--- config.mk ---
export PLATFORM = sky130hd
export DESIGN_NAME = wb_retire_unit
export DESIGN_NICKNAME = d
export VERILOG_FILES = /design/src/rtl/rv_wb_pkg.sv /design/src/rtl/wb_data_mux.sv /design/src/rtl/wb_retire_unit.sv
export SDC_FILE = /design/constraint.sdc
export NUM_CORES = 1
export LEC_CHECK = 0
export ABC_AREA = 1
export CORE_AREA = 2 2 368 370
export DETAILED_ROUTE_END_ITERATION = 8
export DIE_AREA = 0 0 370 372
export PLACE_DENSITY = 0.35
export SLEW_MARGIN = 20
export SYNTH_ARGS = -nofsm -noshare
export SYNTH_HDL_FRONTEND = slang
export SYNTH_SLANG_ARGS = --single-unit
--- constraint.sdc ---
create_clock -name clk -period 1.6 [get_ports clk]
set_input_delay 0.32 -clock clk [delete_from_list [all_inputs] [get_ports clk]]
set_output_delay 0.32 -clock clk [all_outputs]
set_load 0.01 [all_outputs]
--- src/rtl/rv_wb_pkg.sv ---
`default_nettype none
// ============================================================================
//  Module      : rv_wb_pkg
//  Description : Shared constants for the write-back / retire stage:
//                wb_sel encodings, fflags bit positions and the NaN-box pad.
//  Revision    : 1.0  initial release
// ============================================================================
package rv_wb_pkg;

    // Write-back source select encodings (3-bit)
    localparam logic [2:0] WB_SEL_ALU    = 3'b000;
    localparam logic [2:0] WB_SEL_MEM    = 3'b001;
    localparam logic [2:0] WB_SEL_PC4    = 3'b010;
    localparam logic [2:0] WB_SEL_CSR    = 3'b011;
    localparam logic [2:0] WB_SEL_MULDIV = 3'b100;
    localparam logic [2:0] WB_SEL_AMO    = 3'b101;
    localparam logic [2:0] WB_SEL_FPINT  = 3'b110;
    localparam logic [2:0] WB_SEL_ZERO   = 3'b111;

    // Bit positions inside the 5-bit {nv,dz,of,uf,nx} flag vector
    localparam int FFLAG_NV = 4;
    localparam int FFLAG_DZ = 3;
    localparam int FFLAG_OF = 2;
    localparam int FFLAG_UF = 1;
    localparam int FFLAG_NX = 0;

    // Upper half written above a single-precision value in a 64-bit FP reg
    localparam logic [31:0] NANBOX_HI = 32'hFFFF_FFFF;

endpackage : rv_wb_pkg
`default_nettype wire

--- src/rtl/wb_data_mux.sv ---
`default_nettype none
// ============================================================================
//  Module      : wb_data_mux
//  Description : Combinational write-back data selection for the integer and
//                FP register files, including NaN-boxing of single-precision
//                results when the FP register file is 64 bits wide.
//  Revision    : 1.0  initial release
// ============================================================================
module wb_data_mux
    import rv_wb_pkg::*;
#(
    parameter int XLEN = 64,
    parameter int FLEN = 64
) (
    input  logic [2:0]      wb_sel,
    input  logic            fp_fmt,
    input  logic [XLEN-1:0] alu_result,
    input  logic [XLEN-1:0] mem_read_data,
    input  logic [XLEN-1:0] pc_plus_4,
    input  logic [XLEN-1:0] csr_rdata,
    input  logic [XLEN-1:0] mul_div_result,
    input  logic [XLEN-1:0] atomic_result,
    input  logic [XLEN-1:0] int_result_fp,
    input  logic [FLEN-1:0] fp_result,
    input  logic [FLEN-1:0] fp_mem_read_data,
    output logic [XLEN-1:0] int_wdata,
    output logic [FLEN-1:0] fp_wdata
);

    logic [FLEN-1:0] w_fp_raw;

    // Integer write-back source; the unused encoding writes zero
    always_comb begin
        int_wdata = '0;
        case (wb_sel)
            WB_SEL_ALU:    int_wdata = alu_result;
            WB_SEL_MEM:    int_wdata = mem_read_data;
            WB_SEL_PC4:    int_wdata = pc_plus_4;
            WB_SEL_CSR:    int_wdata = csr_rdata;
            WB_SEL_MULDIV: int_wdata = mul_div_result;
            WB_SEL_AMO:    int_wdata = atomic_result;
            WB_SEL_FPINT:  int_wdata = int_result_fp;
            default:       int_wdata = '0;
        endcase
    end

    // FP loads come from memory, everything else from the FP unit
    always_comb begin
        w_fp_raw = (wb_sel == WB_SEL_MEM) ? fp_mem_read_data : fp_result;
    end

    generate
        if (FLEN == 64) begin : g_nanbox
            // Single-precision values get all-ones in the upper word
            assign fp_wdata = fp_fmt ? w_fp_raw : {NANBOX_HI, w_fp_raw[31:0]};
        end else begin : g_no_nanbox
            // Register is exactly single width; format has no effect
            logic w_fmt_unused;
            assign w_fmt_unused = fp_fmt;
            assign fp_wdata     = w_fp_raw;
        end
    endgenerate

endmodule : wb_data_mux
`default_nettype wire

--- src/rtl/wb_retire_unit.sv ---
`default_nettype none
// ============================================================================
//  Module      : wb_retire_unit
//  Description : Write-back stage behind the MEM/WB pipeline register.
//                Drives integer / FP register-file writes, accumulates the
//                sticky fflags and counts retired instructions (instret).
//                Optional feature macro WB_LATE_BYPASS_EN adds a one-cycle
//                late copy of each integer write for WB->ID forwarding.
//  Revision    : 1.0  initial release
// ============================================================================
module wb_retire_unit
    import rv_wb_pkg::*;
#(
    parameter int XLEN = 64,
    parameter int FLEN = 64
) (
    input  logic            clk,
    input  logic            reset,
    input  logic            valid_in,
    input  logic            reg_write_in,
    input  logic            int_reg_write_fp_in,
    input  logic            fp_reg_write_in,
    input  logic            fp_fmt_in,
    input  logic [4:0]      rd_addr_in,
    input  logic [4:0]      fp_rd_addr_in,
    input  logic [2:0]      wb_sel_in,
    input  logic [XLEN-1:0] alu_result_in,
    input  logic [XLEN-1:0] mem_read_data_in,
    input  logic [XLEN-1:0] pc_plus_4_in,
    input  logic [XLEN-1:0] csr_rdata_in,
    input  logic [XLEN-1:0] mul_div_result_in,
    input  logic [XLEN-1:0] atomic_result_in,
    input  logic [XLEN-1:0] int_result_fp_in,
    input  logic [FLEN-1:0] fp_result_in,
    input  logic [FLEN-1:0] fp_mem_read_data_in,
    input  logic [4:0]      fp_flags_in,
    input  logic            fflags_we,
    input  logic            instret_we,
    input  logic [4:0]      fflags_wdata,
    input  logic [63:0]     instret_wdata,
    output logic            rf_we,
    output logic [4:0]      rf_waddr,
    output logic [XLEN-1:0] rf_wdata,
    output logic            fp_rf_we,
    output logic [4:0]      fp_rf_waddr,
    output logic [FLEN-1:0] fp_rf_wdata,
    output logic [4:0]      fflags,
    output logic [63:0]     instret,
    output logic            retire,
    output logic            late_valid,
    output logic [4:0]      late_rd,
    output logic [XLEN-1:0] late_data
);

    logic [4:0]  r_fflags;
    logic [63:0] r_instret;
    logic        w_fp_op;
    logic [4:0]  w_new_flags;

    wb_data_mux #(
        .XLEN (XLEN),
        .FLEN (FLEN)
    ) u_wb_data_mux (
        .wb_sel           (wb_sel_in),
        .fp_fmt           (fp_fmt_in),
        .alu_result       (alu_result_in),
        .mem_read_data    (mem_read_data_in),
        .pc_plus_4        (pc_plus_4_in),
        .csr_rdata        (csr_rdata_in),
        .mul_div_result   (mul_div_result_in),
        .atomic_result    (atomic_result_in),
        .int_result_fp    (int_result_fp_in),
        .fp_result        (fp_result_in),
        .fp_mem_read_data (fp_mem_read_data_in),
        .int_wdata        (rf_wdata),
        .fp_wdata         (fp_rf_wdata)
    );

    // Register-file write controls are purely combinational; x0 is never written
    always_comb begin
        rf_we       = valid_in & (reg_write_in | int_reg_write_fp_in) & (rd_addr_in != 5'd0);
        rf_waddr    = rd_addr_in;
        fp_rf_we    = valid_in & fp_reg_write_in;
        fp_rf_waddr = fp_rd_addr_in;
        retire      = valid_in;
    end

    // Flags only count when an FP-producing instruction actually retires
    always_comb begin
        w_fp_op                = valid_in & (fp_reg_write_in | int_reg_write_fp_in);
        w_new_flags            = '0;
        w_new_flags[FFLAG_NV]  = fp_flags_in[FFLAG_NV];
        w_new_flags[FFLAG_DZ]  = fp_flags_in[FFLAG_DZ];
        w_new_flags[FFLAG_OF]  = fp_flags_in[FFLAG_OF];
        w_new_flags[FFLAG_UF]  = fp_flags_in[FFLAG_UF];
        w_new_flags[FFLAG_NX]  = fp_flags_in[FFLAG_NX];
    end

    // Sticky fflags: a CSR write belongs to a younger instruction and wins
    always_ff @(posedge clk) begin
        if (reset) begin
            r_fflags <= '0;
        end else if (fflags_we) begin
            r_fflags <= fflags_wdata;
        end else if (w_fp_op) begin
            r_fflags <= r_fflags | w_new_flags;
        end
    end

    // instret: CSR write wins over a same-cycle retirement; natural 64-bit wrap
    always_ff @(posedge clk) begin
        if (reset) begin
            r_instret <= '0;
        end else if (instret_we) begin
            r_instret <= instret_wdata;
        end else if (valid_in) begin
            r_instret <= r_instret + 64'd1;
        end
    end

    assign fflags  = r_fflags;
    assign instret = r_instret;

`ifdef WB_LATE_BYPASS_EN
    logic            r_late_valid;
    logic [4:0]      r_late_rd;
    logic [XLEN-1:0] r_late_data;

    // Hold each integer write for one more cycle for ID-stage forwarding
    always_ff @(posedge clk) begin
        if (reset) begin
            r_late_valid <= 1'b0;
            r_late_rd    <= '0;
            r_late_data  <= '0;
        end else begin
            r_late_valid <= rf_we;
            r_late_rd    <= rf_waddr;
            r_late_data  <= rf_wdata;
        end
    end

    assign late_valid = r_late_valid;
    assign late_rd    = r_late_rd;
    assign late_data  = r_late_data;
`else
    assign late_valid = 1'b0;
    assign late_rd    = '0;
    assign late_data  = '0;
`endif

endmodule : wb_retire_unit
`default_nettype wire

==> impl_summary.log <==
[metrics] initial antenna violation count: 93
[metrics] initial drt markers: 900
[metrics] final setup fails: 158
[metrics] worst endpoint data arrival time: 1.96 ns
[metrics] class of the tightest hold or removal check: primary input to flop
[metrics] hold path depth: 4
[metrics] Port Buffer Count: 871
[metrics] placed cell count: 4502
[metrics] DIE WIDTH: 370 um
[metrics] CTS tree: yes
[metrics] area delta synth->final: 213%
[metrics] worst-case clock buffer depth: 2
[metrics] Sw Ratio: 0.373
[metrics] r2r startpoint: instret[1]
[metrics] # fillers: 15100
[metrics] number of violations of the max-capacitance limit: 0
[metrics] global-route wire length before repair: 170 mm
[metrics] type of origin of the critical path: primary input
[metrics] RSZ-0062 raised after global routing: yes
[metrics] max-slew violation total from the final report: 0
[metrics] hold_sp: reset
[metrics] type of the worst setup path: primary input to primary output
[metrics] Reg power frac: 0.170
[metrics] post-synthesis instance total: 1626
[metrics] floorplan die area: 138000 um^2
[metrics] worst clock skew: 0.00893 ns
[metrics] placer's final routability congestion estimate: 1.05
[metrics] count of nets after finishing: 3570
[metrics] via/cell ratio: 3.66
[metrics] unique cell type count in the Yosys netlist: 32
[metrics] internal power: 7.22 mW
[metrics] peak supply drop: 0.492 mV
[metrics] final critical delay including setup and external delays: 2.28 ns
[metrics] DP HPWL: 116 mm
[metrics] depth of the worst register-to-register path: 11
[metrics] setup slack on the worst flop-to-flop path: -0.13 ns
[metrics] worst slew slack as a fraction of its limit: 0.637
[metrics] cell area after synthesis: 9040 um^2
[metrics] critical path capture point type: primary output
[metrics] mean instance size in the synthesized netlist: 5.56 um^2
[metrics] violations in the final reports: negative setup slack
[metrics] pin count of the biggest net entering global routing: 59
[metrics] Worst Path Required: 1.28 ns
[metrics] count of final hold-check violations: 0
[metrics] remaining antenna violation count after routing: 0
[metrics] post-route cell area: 28300 um^2
[metrics] total congestion overflow after global routing: 0
[metrics] GRT Total Usage: 0.188
[metrics] crit path max fanout: 7
[metrics] relative contribution of combinational cells to total power: 0.612
[metrics] final worst-path setup slack: -0.677 ns
[metrics] Clk network pwr share: 0.219
[metrics] reported leakage power: 12.3 nW
[metrics] total placed instance area: 22400 um^2
[metrics] ports placed on the boundary: 952
[metrics] clock tree root driver cell: sky130_fd_sc_hd__clkbuf_16
[metrics] power density over the cells: 407 nW/um^2
[metrics] effective utilization at floorplan: 0.0673
[metrics] number of warnings issued by yosys: 0
[metrics] total vias in the final route: 17200
[metrics] fraction of layout cells with a size suffix above 1: 0.404
[metrics] sum of routed wire length over all layers: 139 mm
[metrics] number of non-filler instances in the completed layout: 4710
[metrics] number of remaining DRC errors: 0
[metrics] Pre-antenna DRT Iters: 6
[metrics] Net Sw Power: 4.30 mW
[metrics] Hold Path End: instret[0]
[metrics] WL/cell: 29.4 um
[metrics] power consumption: 11.5 mW
[metrics] pin slew with the least headroom to its limit: 0.543 ns
[metrics] capture instance of the worst register-to-register path: instret[40]
[metrics] Worst-Skew Late Latency: 0.37 ns
[metrics] row count: 135
[metrics] Core Box Area: 134000 um^2
[metrics] # clock sinks: 69
[metrics] hold buffer count at cts: 0
[metrics] achievable frequency: 0.439 GHz
[metrics] number of storage elements in the synthesis netlist: 69
[metrics] die height: 372 um
[metrics] result of the run: finished with violations
[metrics] number of global-route vias before repair: 16800
[metrics] portion of the post-synthesis area used by sequential elements: 0.153
[metrics] number of H-tree levels: 3
[metrics] TritonCTS buffer count: 9
[metrics] Worst-path clk slew: 0.06 ns
[metrics] Period Utilization, post-route: 1.42
[how the worst max path moves through the flow]
stage                 startpoint  slack [ns]  cells past startpoint      endpoint
finish              wb_sel_in[0]       -0.68                      9  rf_wdata[25]
global route        wb_sel_in[2]       -0.73                     13  rf_wdata[26]
CTS                 wb_sel_in[2]       -0.76                     12  rf_wdata[19]
detailed placement  wb_sel_in[0]       -2.28                     11   rf_wdata[6]
global placement    wb_sel_in[0]       -2.32                      9  rf_wdata[29]
floorplan           wb_sel_in[2]      -0.009                      6  rf_wdata[18]
[per-layer routing]
layer / part of all wire / wire length, um / vias to the layer above / global-route usage
met4: 0.071 / 9780 / 22 / 0.102
met5: 0.0011 / 151 / - / 0
li1: - / - / 7877 / -
met2: 0.51 / 70200 / 856 / 0.344
met3: 0.062 / 8540 / 278 / 0.0378
met1: 0.36 / 49900 / 8193 / 0.201
[synth_stat cells (all sizes together)]
library cell	count	share of area
nand2	557	0.23
inv	165	0.069
nor2	144	0.063
buf	132	0.096
a21oi	96	0.053
nand3	95	0.055
a22oi	74	0.061
dfxtp	69	0.15
nand4	59	0.041
o22ai	53	0.037
clkbuf	40	0.017
a221oi	28	0.027
o21bai	22	0.018
a22o	17	0.016
o21ai	17	0.0094
a211oi	16	0.013
xnor2	16	0.016
a31oi	10	0.0069
xor2	9	0.0087
nor3	4	0.0047
conb	1	0.00041
ha	1	0.0014
o211ai	1	0.00083
[registers in the layout (all words and copies together) (netlist names)]
register,flops
instret,64
fflags,5
[power by group through the flow]
stage               logic (mW)  registers, mW  clock network (mW)
floorplan                 1.41           2.02                   0
global placement          5.89           1.98                   0
detailed placement        5.85           1.98                   0
CTS                       6.34           1.94                2.59
global route              7.32           1.97                2.65
finish                    7.04           1.96                2.52
[stage by stage]
stage	TNS [ns]	util	setup WS, ns	hold slack (ns)
6_report	-68.30	0.211	-0.677	0.401
4_1_cts	-94.57	0.184	-0.765	0.387
3_5_place_dp	-215.47	0.167	-2.28	0.480
2_1_floorplan	-0.0141	-	-0.00852	0.441
5_1_grt	-77.26	0.211	-0.728	0.441
3_3_place_gp	-218.65	0.167	-2.32	0.463
[cell usage in the layout, fill, tap and decap left out, types with 70 or more instances in the layout]
cell,Yosys,routed
sky130_fd_sc_hd__nand2_1,552,359
sky130_fd_sc_hd__nand2_2,5,116
sky130_fd_sc_hd__inv_1,159,149
sky130_fd_sc_hd__dlymetal6s2s_1,0,72
sky130_fd_sc_hd__conb_1,1,70
sky130_fd_sc_hd__buf_4,86,309
sky130_fd_sc_hd__nand2_4,0,75
sky130_fd_sc_hd__buf_12,0,100
sky130_fd_sc_hd__buf_6,0,145
sky130_fd_sc_hd__clkdlybuf4s50_1,0,654
[cells by family (layout without fill, tap and decap cells)]
group / count (synthesis) / in the layout / share of synthesized area
buffers and inverters: 337 / 1544 / 0.181
and+or+nand+nor: 859 / 859 / 0.396
other: 1 / 97 / 0.000415
AOI/OAI and AO/OA: 334 / 334 / 0.244
DFF: 69 / 69 / 0.153
adders and majority gates: 1 / 1 / 0.00138
xor gates and xnor gates: 25 / 25 / 0.0242
[layout make-up]
cell class / count / area, um^2 / area share
repair buffers: 1363 / 14500 / 0.511
multi-input cells: 1289 / 9070 / 0.320
well taps: 1781 / 2230 / 0.0787
flip-flops and latches: 69 / 1480 / 0.0522
inverters: 165 / 659 / 0.0233
clock buffers: 11 / 243 / 0.00858
clock inverters: 5 / 106 / 0.00376
diodes: 27 / 67.6 / 0.00239
[timing repair]
action | in CTS | in global routing
endpoints found under the setup margin | 250 | 255
resized for setup | 557 | 882
pin swaps | 41 | 152
cloned | 8 | 13
buffers inserted | 60 | 103
[critical path: stages]
cell and delay [ns]:
sky130_fd_sc_hd__buf_12 0.11, sky130_fd_sc_hd__buf_8 0.13, sky130_fd_sc_hd__nand3_4 0.15, sky130_fd_sc_hd__buf_12 0.19
sky130_fd_sc_hd__buf_4 0.17, sky130_fd_sc_hd__o22ai_2 0.40, sky130_fd_sc_hd__a21oi_1 0.09, sky130_fd_sc_hd__nand4_1 0.21
sky130_fd_sc_hd__buf_12 0.15
No activity file was read; power rests on OpenSTA's default activity.
